`src/rtl/life_grid_ctrl.sv`:
```
// life_grid_ctrl: command sequencer that loads, steps and reads back a WIDTH x HEIGHT life-cell array
//   host side : cmd_valid/cmd_ready/cmd_op/cmd_gens, ld_valid/ld_ready/ld_data, rd_valid/rd_ready/rd_bit, busy, done
//   array side: run, load_in (one-hot row), in_data, load_out, shift, chain_out (tail of the out chain)
//   clk, reset (synchronous, active-low)
module life_grid_ctrl #(
    parameter int WIDTH  = 8,
    parameter int HEIGHT = 8,
    parameter int GEN_W  = 16
) (
    input  logic              clk,
    input  logic              reset,
    input  logic              cmd_valid,
    output logic              cmd_ready,
    input  logic [1:0]        cmd_op,
    input  logic [GEN_W-1:0]  cmd_gens,
    input  logic              ld_valid,
    output logic              ld_ready,
    input  logic [WIDTH-1:0]  ld_data,
    output logic              rd_valid,
    input  logic              rd_ready,
    output logic              rd_bit,
    output logic              busy,
    output logic              done,
    output logic              run,
    output logic [HEIGHT-1:0] load_in,
    output logic [WIDTH-1:0]  in_data,
    output logic              load_out,
    output logic              shift,
    input  logic              chain_out
);
    localparam int RW = HEIGHT > 1 ? $clog2(HEIGHT) : 1;
    localparam int BW = $clog2(WIDTH * HEIGHT + 1);
    localparam logic [RW-1:0] ROW_LAST = RW'(HEIGHT - 1);
    localparam logic [BW-1:0] BIT_LAST = BW'(WIDTH * HEIGHT - 1);
    typedef enum logic [2:0] {IDLE, LOAD, RUN, CAPTURE, SHIFT, FIN} state_t;
    state_t state, state_n;
    logic [RW-1:0] row;
    logic [BW-1:0] bitcnt;
    logic [GEN_W-1:0] gens;
    logic accept, ld_hs, rd_hs;
    always_comb begin
        accept  = cmd_valid && state == IDLE;
        ld_hs   = ld_valid && state == LOAD;
        rd_hs   = rd_ready && state == SHIFT;
        state_n = state;
        case (state)
            IDLE:    if (accept) state_n = cmd_op == 2'b00 ? LOAD :
                                           cmd_op == 2'b10 ? CAPTURE :
                                           (cmd_op == 2'b01 && cmd_gens != '0) ? RUN : FIN;
            LOAD:    if (ld_hs && row == ROW_LAST) state_n = FIN;
            RUN:     if (gens <= GEN_W'(1)) state_n = FIN;
            CAPTURE: state_n = SHIFT;
            SHIFT:   if (rd_hs && bitcnt == BIT_LAST) state_n = FIN;
            default: state_n = IDLE;
        endcase
    end
    always_ff @(posedge clk) begin
        if (!reset) begin
            state  <= IDLE;
            row    <= '0;
            bitcnt <= '0;
            gens   <= '0;
            run    <= 1'b0;
        end else begin
            state  <= state_n;
            run    <= state_n == RUN;
            row    <= state == IDLE ? '0 : ld_hs ? row + RW'(1) : row;
            bitcnt <= state == CAPTURE ? '0 : rd_hs ? bitcnt + BW'(1) : bitcnt;
            gens   <= accept ? cmd_gens : (state == RUN && gens != '0) ? gens - GEN_W'(1) : gens;
        end
    end
    // strobes are masked while reset is asserted so an abort issues nothing further to the array
    assign cmd_ready = state == IDLE;
    assign busy      = state != IDLE;
    assign ld_ready  = state == LOAD;
    assign rd_valid  = state == SHIFT;
    assign rd_bit    = chain_out;
    assign done      = reset && state == FIN;
    assign load_in   = (reset && ld_hs) ? HEIGHT'(1) << row : '0;
    assign in_data   = (reset && ld_hs) ? ld_data : '0;
    assign load_out  = reset && state == CAPTURE;
    assign shift     = reset && rd_hs;
endmodule

```
`config.mk`:
```
export PLATFORM = sky130hd
export DESIGN_NAME = life_grid_ctrl
export DESIGN_NICKNAME = d
export VERILOG_FILES = /design/src/rtl/life_grid_ctrl.sv
export SDC_FILE = /design/constraint.sdc
export NUM_CORES = 1
export LEC_CHECK = 0
export CAP_MARGIN = 20
export CELL_PAD_IN_SITES_DETAIL_PLACEMENT = 2
export CELL_PAD_IN_SITES_GLOBAL_PLACEMENT = 2
export CORE_UTILIZATION = 24
export CTS_CLUSTER_SIZE = 20
export DETAILED_ROUTE_END_ITERATION = 10
export PLACE_DENSITY_LB_ADDON = 0.3
export SETUP_SLACK_MARGIN = 0.4
export SLEW_MARGIN = 30
export SYNTH_ARGS = -nofsm -noshare
export SYNTH_HDL_FRONTEND = slang
export SYNTH_SLANG_ARGS = --single-unit
```
`constraint.sdc`:
```
create_clock -name clk -period 1.9 [get_ports clk]
set_input_delay 0.38 -clock clk [delete_from_list [all_inputs] [get_ports clk]]
set_output_delay 0.38 -clock clk [all_outputs]
set_load 0.02 [all_outputs]
```
==> metrics.log, run 1 <==
[metrics] run status: did not finish
[metrics] antenna violations before repair: 0
[metrics] cell taking the most area after synthesis: dfxtp_1
[metrics] initial standard-cell utilization of the core: 25.3%
[metrics] number of nets in the synthesized netlist: 271
[metrics] maximum count of clock buffers along a single path: 2
[metrics] Row Count: 31
[metrics] endpoint with the least setup slack after the last repair: load_in[0]
[metrics] Run Error: [ERROR DPL-0033] detailed placement checks failed during check placement.
[metrics] fraction of registers with async set/reset: 0%
[metrics] main flop type after synthesis: dfxtp_1
[metrics] horizontal die dimension: 90.1 microns
[metrics] Syn Inst Count: ~230
[metrics] clock buffer count from CTS: 5
[metrics] synth unique cells: 51
[metrics] Post-Syn Area: 1860 sq um
[metrics] Placed Area: 3060 sq um
[metrics] number of synthesized register bits: 30
[metrics] number of ports placed on the die boundary: 57
[metrics] DP HPWL: 6420 microns
[metrics] portion of the post-synthesis area used by sequential elements: 32.3%
[metrics] portion of synthesized cell area occupied by the leading cell type: around 32%
[metrics] pin count of the biggest net entering global routing: 11
[metrics] number of H-tree levels: 2
[metrics] count of warnings emitted by yosys: 0
[metrics] Worst endpoint type: top-level output
[metrics] CTS sink count: 30
[metrics] average footprint of a synthesized cell: 8.13 sq um
[metrics] CTS Root Cell: clkbuf_8
[metrics] Area contributors post-synth: dfxtp_1 (32%), ha_1 (6.7%), and2_1 (4.7%)
[metrics] Port Buffers: 54
[metrics] number of flops mapped to enable cells by yosys: 0
[metrics] vertical die dimension: roughly 90 microns
[metrics] placer's final routability congestion estimate: 0.792
[metrics] step where the flow halted: global routing
[Yosys cell counts (2+ instances only)]
master	count
a21boi_1	2
nor3b_1	4
ha_1	10
nor2b_1	2
and4_1	3
nor2_1	19
o311ai_1	2
nor3_1	4
nand4_1	3
a311oi_1	2
a22oi_1	2
a41oi_1	2
o21a_1	3
and3_1	7
nor4_1	6
a211oi_1	3
inv_2	2
o21ai_0	9
dfxtp_1	30
xnor2_1	3
inv_1	7
nand3_1	4
xor2_1	5
o211ai_1	4
clkbuf_1	7
a31oi_1	7
and2_1	14
or3_1	9
nand2_1	23
a21oi_1	10
[per-stage QoR]
| stage | cells | worst slack [ps] |
|---|---|---|
| 2_1_floorplan | 229 | 22.2 |
| 3_3_place_gp | 426 | -410 |
| 3_5_place_dp | 426 | -490 |
| 4_1_cts | 474 | -89.3 |
[timing repair]
| action | in CTS |
|---|---|
| pin swaps | 35 |
| hold buffers | 0 |
| cloned | 3 |
| resized for setup | 220 |
| setup buffers | 37 |
| setup endpoints to repair | 48 |
[kinds of logic after synthesis]
family	Yosys count	synth area share, %
muxes	1	0.538
and+or+nand+nor	108	32.9
AOI/OAI and AO/OA	55	20.2
DFF	30	32.3
adders and majority gates	10	6.72
buffers and inverters	17	3.63
xor gates and xnor gates	8	3.76
==> run 2, diff against run 1 <==
==> config.mk (replaced) <==
export PLATFORM = sky130hd
export DESIGN_NAME = life_grid_ctrl
export DESIGN_NICKNAME = d
export VERILOG_FILES = /design/src/rtl/life_grid_ctrl.sv
export SDC_FILE = /design/constraint.sdc
export NUM_CORES = 1
export LEC_CHECK = 0
export CAP_MARGIN = 20
export CORE_UTILIZATION = 30
export DETAILED_ROUTE_END_ITERATION = 10
export PLACE_DENSITY_LB_ADDON = 0.15
export SLEW_MARGIN = 30
export SYNTH_ARGS = -nofsm -noshare
export SYNTH_HDL_FRONTEND = slang
export SYNTH_SLANG_ARGS = --single-unit
==> constraint.sdc (replaced) <==
create_clock -name clk -period 2.45 [get_ports clk]
set_input_delay 0.49 -clock clk [delete_from_list [all_inputs] [get_ports clk]]
set_output_delay 0.49 -clock clk [all_outputs]
set_load 0.02 [all_outputs]
==> run 2 against run 1 <==
The run now ends clean. Synthesized cell count unchanged. Synthesized area unchanged.
==> metrics.log, run 2 <==
[metrics] number of synthesized register bits: 30
[metrics] fraction of registers with async set/reset: 0%
[metrics] run status: finished, final reports clean
[metrics] Final Hold Fails: 0
[metrics] biggest regs: gens (16), bitcnt (7)
[metrics] Final Hold Slack: 478 ps
[metrics] portion of synthesized cell area occupied by the leading cell type: 32.3%
[metrics] most used cells in the layout excluding fill and tap cells: clkdlybuf4s50_1 (35), dfxtp_1 (30), nand2_1 (23)
[metrics] GRT Residual Overflow: 0
[metrics] worst hold endpoint: gens[12]
[metrics] pin count of the biggest net entering global routing: 17
[metrics] average footprint of a synthesized cell: 8.13 sq um
[metrics] hold-critical path depth: 2
[metrics] Rel. slew slack: 50.5%
[metrics] cell taking the most area after synthesis: dfxtp_1
[metrics] maximum count of clock buffers along a single path: 2
[metrics] via count of the first global-routing pass: 1,720
[metrics] Die Footprint: 6520 sq um
[metrics] routed vias: 1,932
[metrics] number of setup violations in the final report: 0
[metrics] number of H-tree levels: 2
[metrics] net switching power figure: 0.604 mW
[metrics] endpoint required time on the critical path: 1960 ps
[metrics] achievable clock frequency: 0.425 GHz
[metrics] share of the cycle needed by the critical path after routing: 96.0%
[metrics] Least-Margin Pin Slew: 740 ps
[metrics] portion of the post-synthesis area used by sequential elements: 32.3%
[metrics] net count reported at finish: 342
[metrics] count of buffer and inverter cells on the critical path: 3
[metrics] count of buffers added by post-CTS timing repair for setup: 0
[metrics] kind of end point of the critical path: output port
[metrics] Detailed Route WL: 5260 microns
[metrics] clock buffer count from CTS: 5
[metrics] final period demand of the worst path: around 2400 ps
[metrics] number of nets in the synthesized netlist: 271
[metrics] Via density: 5.14
[metrics] top cells by instance count after synthesis: dfxtp_1 (30), nand2_1 (23), nor2_1 (19)
[metrics] Clock Latency Late Sink: 290 ps
[metrics] static leakage: 1.15 nW
[metrics] wire per inst: 14.0 microns
[metrics] clock-pin slew reported for the worst setup and hold paths after clock tree synthesis: 70 ps
[metrics] max-slew violation count: 0
[metrics] critical path cell sequence: buf_4 > or3_1 > inv_2 > clkdlybuf4s50_1
[metrics] capture point of the worst reg-to-reg path: gens[7]
[metrics] Hold Startpoint: gens[12]
[metrics] crit path kind: reg2out
[metrics] Hold-fix buffers, CTS: 0
[metrics] fraction of power consumed by the clock network: 28.8%
[metrics] CTS Root Cell: clkbuf_8
[metrics] slowest library cell on the worst path: clkdlybuf4s50_1
[metrics] worst voltage drop across the vdd grid: about 0.24 mV
[metrics] global-route usage over all layers: approximately 17%
[metrics] logic gate share of total power: 36.6%
[metrics] first-pass GRT wire length: 8150 microns
[metrics] Power Density: 645 nW/um^2
[metrics] total of max-cap violations: 0
[metrics] Most flops, register: gens
[metrics] Port Buffers: 54
[metrics] Area contributors post-synth: dfxtp_1 (32%), ha_1 (6.7%), and2_1 (4.7%)
[metrics] Top Family by Delay on Critical Path: buffers and inverters
[metrics] number of flip-flops in the largest register: 16
[metrics] setup slack of the critical path after layout: roughly 100 ps
[metrics] initial standard-cell utilization of the core: 31.3%
[metrics] count of instances resized after the clock tree is built: 19
[metrics] remaining number of nets flagged by the antenna check after routing: 0
[metrics] Post-Syn Area: 1860 sq um
[metrics] Worst setup SP type: flip-flop
[metrics] area taken by multi-input logic gates: 1200 sq um
[metrics] switching part of the total power: 34.8%
[metrics] most frequent standard cell in the layout excluding fill and tap cells: clkdlybuf4s50_1
[metrics] path depth of the worst reg2reg path: 7
[metrics] count of warnings emitted by yosys: 0
[metrics] internal power: 1.13 mW
[metrics] total DRC errors in the routed layout: 0
[metrics] CTS sink count: 30
[metrics] horizontal die dimension: 80.8 microns
[metrics] most frequently used cell type in the post-synthesis netlist: dfxtp_1
[metrics] main flop type after synthesis: dfxtp_1
[metrics] antenna violations before repair: 0
[metrics] DP HPWL: 4090 microns
[metrics] antenna diode count: 0
[metrics] Syn Inst Count: 229
[metrics] worst-case register-to-register setup slack: 200 ps
[metrics] area of the core region: just under 6000 sq um
[metrics] vertical die dimension: 80.8 microns
[metrics] synth unique cells: 51
[metrics] Largest stage delay, worst path: 600 ps
[metrics] CTS tree: done
[metrics] worst slack at placement: -75.6 ps
[metrics] WP data arrival: 1860 ps
[metrics] Filler cells: 623
[metrics] number of ports placed on the die boundary: 57
[metrics] worst r2r src: gens[1]
[metrics] Row Count: 28
[metrics] number of violations reported at the end of detailed-routing iteration 0: approximately 110
[metrics] final setup skew: 5.23 ps
[metrics] number of flops mapped to enable cells by yosys: 0
[metrics] register area: 601 sq um
[metrics] CP Max Fanout: 8
[metrics] Pre-antenna DRT Iters: 4
[metrics] placer's final routability congestion estimate: 0.827
[metrics] unrepaired setup endpoints after global routing: false
[metrics] Sequential Power Share: 34.6%
[metrics] path class of the lowest-slack min-delay path: reg2reg
[metrics] area delta synth->final: 44.6%
[metrics] share of final-layout standard cells stronger than drive strength 1: 12.0%
run 2: cell counts after synthesis:
No cell type changed its count.
run 2: through the flow:
stage | power, mW | setup TNS [ps] | util [%] | cells | area [sq um]
finish | 1.73 | 0 | 45.2 | 376 | 2690
global route | 1.83 | 0 | 45.2 | 376 | 2690
CTS | 1.75 | 0 | 45.1 | 376 | 2690
detailed placement | 1.24 | -889 | 43.6 | 368 | 2600
global placement | 1.24 | -803 | 43.6 | 368 | 2600
floorplan | 0.985 | 0 | - | 229 | 1860
run 2: worst max-delay path by stage:
| stage | startpoint | endpoint | slack, ps | cells past startpoint |
|---|---|---|---|---|
| floorplan | state[0] | in_data[0] | 90 | 4 |
| global placement | reset | load_in[4] | -60 | 5 |
| detailed placement | reset | load_in[2] | -80 | 5 |
| CTS | rd_ready | shift | 10 | 4 |
| global route | state[1] | cmd_ready | 50 | 4 |
| finish | state[1] | cmd_ready | 100 | 4 |
run 2: final cells by class:
| class | count | area share (%) |
|---|---|---|
| inverter | 9 | 1.26 |
| clock inverter | 3 | 1.49 |
| tap | 75 | 3.49 |
| clock buffer | 5 | 2.56 |
| sequential | 30 | 22.3 |
| timing repair buffer | 72 | 24.4 |
| multi-input combinational | 182 | 44.5 |
run 2: power groups by stage:
stage | sequential (mW) | clock (mW) | combinational [mW]
after floorplan | 0.607 | 0 | 0.378
after global placement | 0.610 | 0 | 0.633
after detailed placement | 0.610 | 0 | 0.629
after CTS | 0.599 | 0.515 | 0.632
after global routing | 0.608 | 0.529 | 0.695
final | 0.600 | 0.500 | 0.635
run 2: cells by family (layout without fill, tap and decap cells):
logic type | count (synthesis) | in the layout | synth area share [%]
flip-flops | 30 | 30 | 32.3
AO/OA/AOI/OAI | 55 | 55 | 20.2
XOR/XNOR | 8 | 8 | 3.76
AND/OR/NAND/NOR | 108 | 108 | 32.9
buffers and inverters | 17 | 89 | 3.63
adder cells (fa/ha/maj) | 10 | 10 | 6.72
multiplexers | 1 | 1 | 0.538
run 2: metal layers:
metal  track usage (%)  wire (microns)  part of all wire (%)  vias to the layer above
met3              3.93             445                   8.5                        6
met1              21.7            2480                    47                      864
li1                  -               -                     -                      989
met5                 0               0                     0                        -
met4              7.68              86                   1.6                        0
met2              26.0            2240                    43                       73
run 2: worst min-delay path: cells and delay by family (launching register included):
kind	cells	cell delay, ps
AOI/OAI and AO/OA	1	50
DFF	1	330
and+or+nand+nor	1	60
No activity file was read; power rests on OpenSTA's default activity.
==> run 3, diff against run 2 <==
--- a/config.mk
+++ b/config.mk
@@ -5,9 +5,12 @@
 export SDC_FILE = /design/constraint.sdc
 export NUM_CORES = 1
 export LEC_CHECK = 0
+export ABC_AREA = 0
 export CAP_MARGIN = 20
+export CORE_MARGIN = 2
 export CORE_UTILIZATION = 30
 export DETAILED_ROUTE_END_ITERATION = 10
+export MAX_ROUTING_LAYER = met4
 export PLACE_DENSITY_LB_ADDON = 0.15
 export SLEW_MARGIN = 30
 export SYNTH_ARGS = -nofsm -noshare
==> run 3 against run 2 <==
Final cell count is 0.53% higher. Via count is 1.2% higher. Worst setup slack better by 18 ps. Clock skew is 0.78 ps higher. Clock power is 17% lower. Combinational power hardly changed. Cell area is 0.28% lower. Flip-flop and latch count stayed put. First-iteration DRC count is 20% higher. Global-route usage is 0.36 points lower. Critical path depth stayed put. Critical endpoint unchanged.
==> metrics.log, run 3 (synthesis gave the netlist of run 2 again) <==
[metrics] WP data arrival: 1840 ps
[metrics] Via density: 5.17
[metrics] worst r2r src: gens[1]
[metrics] share of the cycle needed by the critical path after routing: between 90% and 100%
[metrics] worst voltage drop across the vdd grid: 0.215 mV
[metrics] wire per inst: 13.8 microns
[metrics] number of H-tree levels: 2
[metrics] biggest regs: gens (16), bitcnt (7)
[metrics] register area: ~600 sq um
[metrics] placer's final routability congestion estimate: 0.831
[metrics] routed vias: 1,955
[metrics] clock buffer count from CTS: 5
[metrics] Most flops, register: gens
[metrics] Power Density: about 610 nW/um^2
[metrics] most frequent standard cell in the layout excluding fill and tap cells: clkdlybuf4s50_1
[metrics] Rel. slew slack: 60.1%
[metrics] static leakage: 1.15 nW
[metrics] total of max-cap violations: 0
[metrics] pin count of the biggest net entering global routing: 13
[metrics] Hold Startpoint: bitcnt[6]
[metrics] net count reported at finish: 344
[metrics] endpoint required time on the critical path: 1960 ps
[metrics] switching part of the total power: 35.7%
[metrics] final period demand of the worst path: 2330 ps
[metrics] number of flip-flops in the largest register: 16
[metrics] horizontal die dimension: 82.8 microns
[metrics] kind of end point of the critical path: output port
[metrics] Worst setup SP type: flip-flop
[metrics] worst-case register-to-register setup slack: 310 ps
[metrics] Row Count: 28
[metrics] maximum count of clock buffers along a single path: 2
[metrics] Die Footprint: 6850 sq um
[metrics] area taken by multi-input logic gates: 1190 sq um
[metrics] area of the core region: 5960 sq um
[metrics] Filler cells: 650
[metrics] unrepaired setup endpoints after global routing: false
[metrics] remaining number of nets flagged by the antenna check after routing: 0
[metrics] CTS Root Cell: clkbuf_8
[metrics] CP Max Fanout: 8
[metrics] Critical Path Source: state[1]
[metrics] total DRC errors in the routed layout: 0
[metrics] number of ports placed on the die boundary: 57
[metrics] run status: finished, final reports clean
[metrics] initial standard-cell utilization of the core: 31.3%
[metrics] Sequential Power Share: 36.4%
[metrics] net switching power figure: 0.590 mW
[metrics] Least-Margin Pin Slew: 596 ps
[metrics] critical path capture point: cmd_ready
[metrics] Clock Latency Late Sink: between 200 and 300 ps
[metrics] most used cells in the layout excluding fill and tap cells: clkdlybuf4s50_1 (35), dfxtp_1 (30), nand2_1 (23)
[metrics] capture point of the worst reg-to-reg path: gens[10]
[metrics] fraction of power consumed by the clock network: 25.2%
[metrics] global-route usage over all layers: 16.3%
[metrics] number of cells after detailed placement: 370
[metrics] CTS sink count: 30
[metrics] crit path kind: reg2out
[metrics] GRT Residual Overflow: 0
[metrics] max-slew violation count: 0
[metrics] Pre-antenna DRT Iters: 4
[metrics] clock-pin slew reported for the worst setup and hold paths after clock tree synthesis: 60 ps
[metrics] number of violations reported at the end of detailed-routing iteration 0: 136
[metrics] via count of the first global-routing pass: between 1.5k and 2k
[metrics] path class of the lowest-slack min-delay path: reg2reg
[metrics] Final Hold Fails: 0
[metrics] end-of-flow core utilization: between 40% and 50%
[metrics] Detailed Route WL: around 5200 microns
[metrics] antenna violations before repair: 0
[metrics] achievable clock frequency: 0.429 GHz
[metrics] final setup skew: 6.01 ps
[metrics] Fin Setup TNS: 0 ps
[metrics] number of non-filler instances in the completed layout: 378
[metrics] Port Buffers: between 50 and 60
[metrics] path depth of the worst reg2reg path: 7
[metrics] internal power: around 1.1 mW
[metrics] number of setup violations in the final report: 0
[metrics] antenna diode count: 0
[metrics] DP HPWL: between 4000 and 5000 microns
[metrics] vertical die dimension: 82.8 microns
[metrics] CTS tree: done
[metrics] first-pass GRT wire length: 8120 microns
[metrics] share of final-layout standard cells stronger than drive strength 1: 11.9%
[metrics] area delta synth->final: 44.2%
[metrics] logic gate share of total power: a little under 40%
## run 3: worst min-delay path by stage
stage / cells past startpoint / slack [ps] / endpoint
floorplan: 2 / 440 / gens[12]
global placement: 2 / 460 / bitcnt[6]
detailed placement: 2 / 480 / gens[12]
CTS: 2 / 490 / gens[12]
global route: 2 / 510 / gens[12]
finish: 2 / 480 / bitcnt[6]
## run 3: repair_timing
| action | 4_1_cts | 5_1_grt |
|---|---|---|
| buffers inserted | 0 | 0 |
| endpoints found under the setup margin | 18 | 1 |
| gates resized for setup | 18 | 1 |
| hold buffers | 0 | 0 |
| hold endpoints to repair | 0 | 0 |
## run 3: area by class of cell
type / count / area share (%)
flip-flops and latches: 30 / 22.4
clock buffers: 7 / 3.22
multi-input cells: 182 / 44.5
inverters: 9 / 1.26
well taps: 75 / 3.50
clock inverters: 1 / 0.186
repair buffers: 74 / 25.0
## run 3: routing by layer
metal	up-vias	routed length (microns)	GRT usage [%]
met3	9	547	4.11
met4	0	104	6.39
met1	868	2480	22.2
met5	-	0	-
met2	85	2090	23.1
li1	993	-	-
## run 3: power by group through the flow
stage,registers (mW),logic (mW),clock network (mW)
after CTS,0.599,0.635,0.426
after global routing,0.609,0.707,0.447
after floorplan,0.607,0.378,0
final,0.600,0.635,0.415
after detailed placement,0.610,0.636,0
after global placement,0.610,0.635,0
## run 3: worst max-delay path: stages (launching register included)
cell and delay, ps:
dfxtp_1 310, buf_4 150, or3_1 410, inv_2 80, clkdlybuf4s50_1 610
## run 3: through the flow
stage                     power, mW  setup slack (ps)  cell area [sq um]  hold WS (ps)
after floorplan               0.985              90.2               1860           442
after global placement         1.25             -37.9               2610           458
after detailed placement       1.25             -78.1               2610           478
after CTS                      1.66              7.99               2680           487
after global routing           1.76              46.9               2680           510
final                          1.65               118               2680           480
==> run 4, diff against run 3 <==
--- a/config.mk
+++ b/config.mk
@@ -8,7 +8,7 @@
 export ABC_AREA = 0
 export CAP_MARGIN = 20
 export CORE_MARGIN = 2
-export CORE_UTILIZATION = 30
+export CORE_UTILIZATION = 47
 export DETAILED_ROUTE_END_ITERATION = 10
 export MAX_ROUTING_LAYER = met4
 export PLACE_DENSITY_LB_ADDON = 0.15
==> run 4 against run 3 <==
Flip-flop and latch count did not move. Maximum frequency is 1.3% lower. Sequential power is essentially flat. Register-to-register slack barely moved. Clock power increased by 2%.
==> metrics.log, run 4 (synthesis gave the netlist of run 2 again) <==
[metrics] run status: finished, final reports clean
[metrics] remaining number of nets flagged by the antenna check after routing: 0
[metrics] global-route usage over all layers: between 20% and 30%
[metrics] Detailed Route WL: 4850 microns
[metrics] most frequent standard cell in the layout excluding fill and tap cells: clkdlybuf4s50_1
[metrics] number of H-tree levels: 2
[metrics] internal power: around 1.1 mW
[metrics] unrepaired setup endpoints after global routing: false
[metrics] Via density: about 5.6
[metrics] GRT Residual Overflow: 0
[metrics] Die Footprint: 4480 sq um
[metrics] Final Hold Fails: 0
[metrics] wire per inst: 14.0 microns
[metrics] Most flops, register: gens
[metrics] share of final-layout standard cells stronger than drive strength 1: between 10% and 20%
[metrics] WP data arrival: ~1900 ps
[metrics] Port Buffers: 54
[metrics] most used cells in the layout excluding fill and tap cells: clkdlybuf4s50_1 (36), dfxtp_1 (30), nand2_1 (23)
[metrics] clock-pin slew reported for the worst setup and hold paths after clock tree synthesis: 70 ps
[metrics] share of the cycle needed by the critical path after routing: 96.5%
[metrics] number of violations reported at the end of detailed-routing iteration 0: 97
[metrics] initial standard-cell utilization of the core: 49.7%
[metrics] crit path kind: reg2out
[metrics] Worst setup SP type: flip-flop
[metrics] Clock Latency Late Sink: approximately 290 ps
[metrics] static leakage: 1.14 nW
[metrics] logic gate share of total power: 37.6%
[metrics] Rel. slew slack: 67.2%
[metrics] first-pass GRT wire length: ~8000 microns
[metrics] maximum count of clock buffers along a single path: 2
[metrics] placer's final routability congestion estimate: 0.921
[metrics] path class of the lowest-slack min-delay path: reg2reg
[metrics] DP HPWL: 3840 microns
[metrics] CP Max Fanout: 8
[metrics] Power Density: 627 nW/um^2
[metrics] final setup skew: 8.83 ps
[metrics] antenna violations before repair: 0
[metrics] area of the core region: 3740 sq um
[metrics] CTS sink count: 30
[metrics] number of cells after detailed placement: roughly 340
[metrics] pin count of the biggest net entering global routing: 16
[metrics] switching part of the total power: 36.0%
[metrics] number of flip-flops in the largest register: 16
[metrics] number of ports placed on the die boundary: 57
[metrics] net count reported at finish: 339
[metrics] kind of end point of the critical path: output port
[metrics] number of non-filler instances in the completed layout: 346
[metrics] horizontal die dimension: 66.9 microns
[metrics] CTS tree: done
[metrics] setup slack of the critical path after layout: around 86 ps
[metrics] achievable clock frequency: approximately 0.42 GHz
[metrics] Final Hold Slack: 474 ps
[metrics] final period demand of the worst path: 2360 ps
[metrics] Pre-antenna DRT Iters: 5
[metrics] area delta synth->final: 40.8%
[metrics] antenna diode count: 0
[metrics] worst voltage drop across the vdd grid: approximately 0.36 mV
[metrics] biggest regs: gens (16), bitcnt (7)
[metrics] count of buffers added by post-CTS timing repair for setup: 0
[metrics] max-slew violation count: 0
[metrics] Row Count: 22
[metrics] total of max-cap violations: 0
[metrics] CTS Root Cell: clkbuf_8
[metrics] via count of the first global-routing pass: 1,762
[metrics] routed vias: about 1.9k
[metrics] Sequential Power Share: 36.7%
[metrics] worst slack at placement: -77.3 ps
[metrics] endpoint required time on the critical path: 1960 ps
[metrics] number of setup violations in the final report: 0
[metrics] total DRC errors in the routed layout: 0
[metrics] vertical die dimension: 66.9 microns
[metrics] Least-Margin Pin Slew: 491 ps
[metrics] fraction of power consumed by the clock network: 25.7%
[metrics] clock buffer count from CTS: 5
[metrics] net switching power figure: 0.591 mW
run 4: final timing paths:
| check | from | endpoint | slack (ps) | cells after the start |
|---|---|---|---|---|
| max | state[1] | cmd_ready | 90 | 4 |
| min | bitcnt[6] | bitcnt[6] | 470 | 2 |
| max reg2reg | gens[0] | gens[10] | 320 | 7 |
| min reg2reg | bitcnt[6] | bitcnt[6] | 470 | 2 |
run 4: final cells by class:
class                      instances  area, sq um
clock buffer                       6         82.6
clock inverter                     2         12.5
fill                             349         1120
inverter                           9         33.8
multi-input combinational        182         1190
sequential                        30          601
tap                               48         60.1
timing repair buffer              69          638
run 4: timing repair:
item / CTS / global route
setup endpoints to repair: 16 / 2
hold buffers: 0 / 0
gates cloned: 0 / 0
resized for setup: 16 / 2
run 4: stage by stage:
stage / TNS (ps) / util [%] / instance area [sq um] / power, mW
finish: 0 / 70.0 / 2620 / 1.64
global route: 0 / 70.0 / 2620 / 1.75
CTS: 0 / 69.9 / 2620 / 1.65
detailed placement: -900 / 67.9 / 2540 / 1.23
global placement: -640 / 67.9 / 2540 / 1.22
floorplan: 0 / - / 1860 / 0.985
run 4: per-layer routing:
layer	vias up	wire length, microns	track usage [%]
li1	977	-	-
met4	0	99	8.93
met1	874	2050	27.4
met5	-	0	-
met3	9	356	5.57
met2	77	2350	40.8
run 4: critical path: stages (launching register included):
cell	delay, ps
dfxtp_1	320
buf_4	150
or3_1	440
inv_2	90
clkdlybuf4s50_1	590
run 4: power groups by stage:
stage / logic [mW] / clock network, mW / registers [mW]
after floorplan: 0.378 / 0 / 0.607
after global placement: 0.611 / 0 / 0.609
after detailed placement: 0.618 / 0 / 0.611
after CTS: 0.617 / 0.432 / 0.601
after global routing: 0.681 / 0.456 / 0.610
final: 0.619 / 0.423 / 0.603
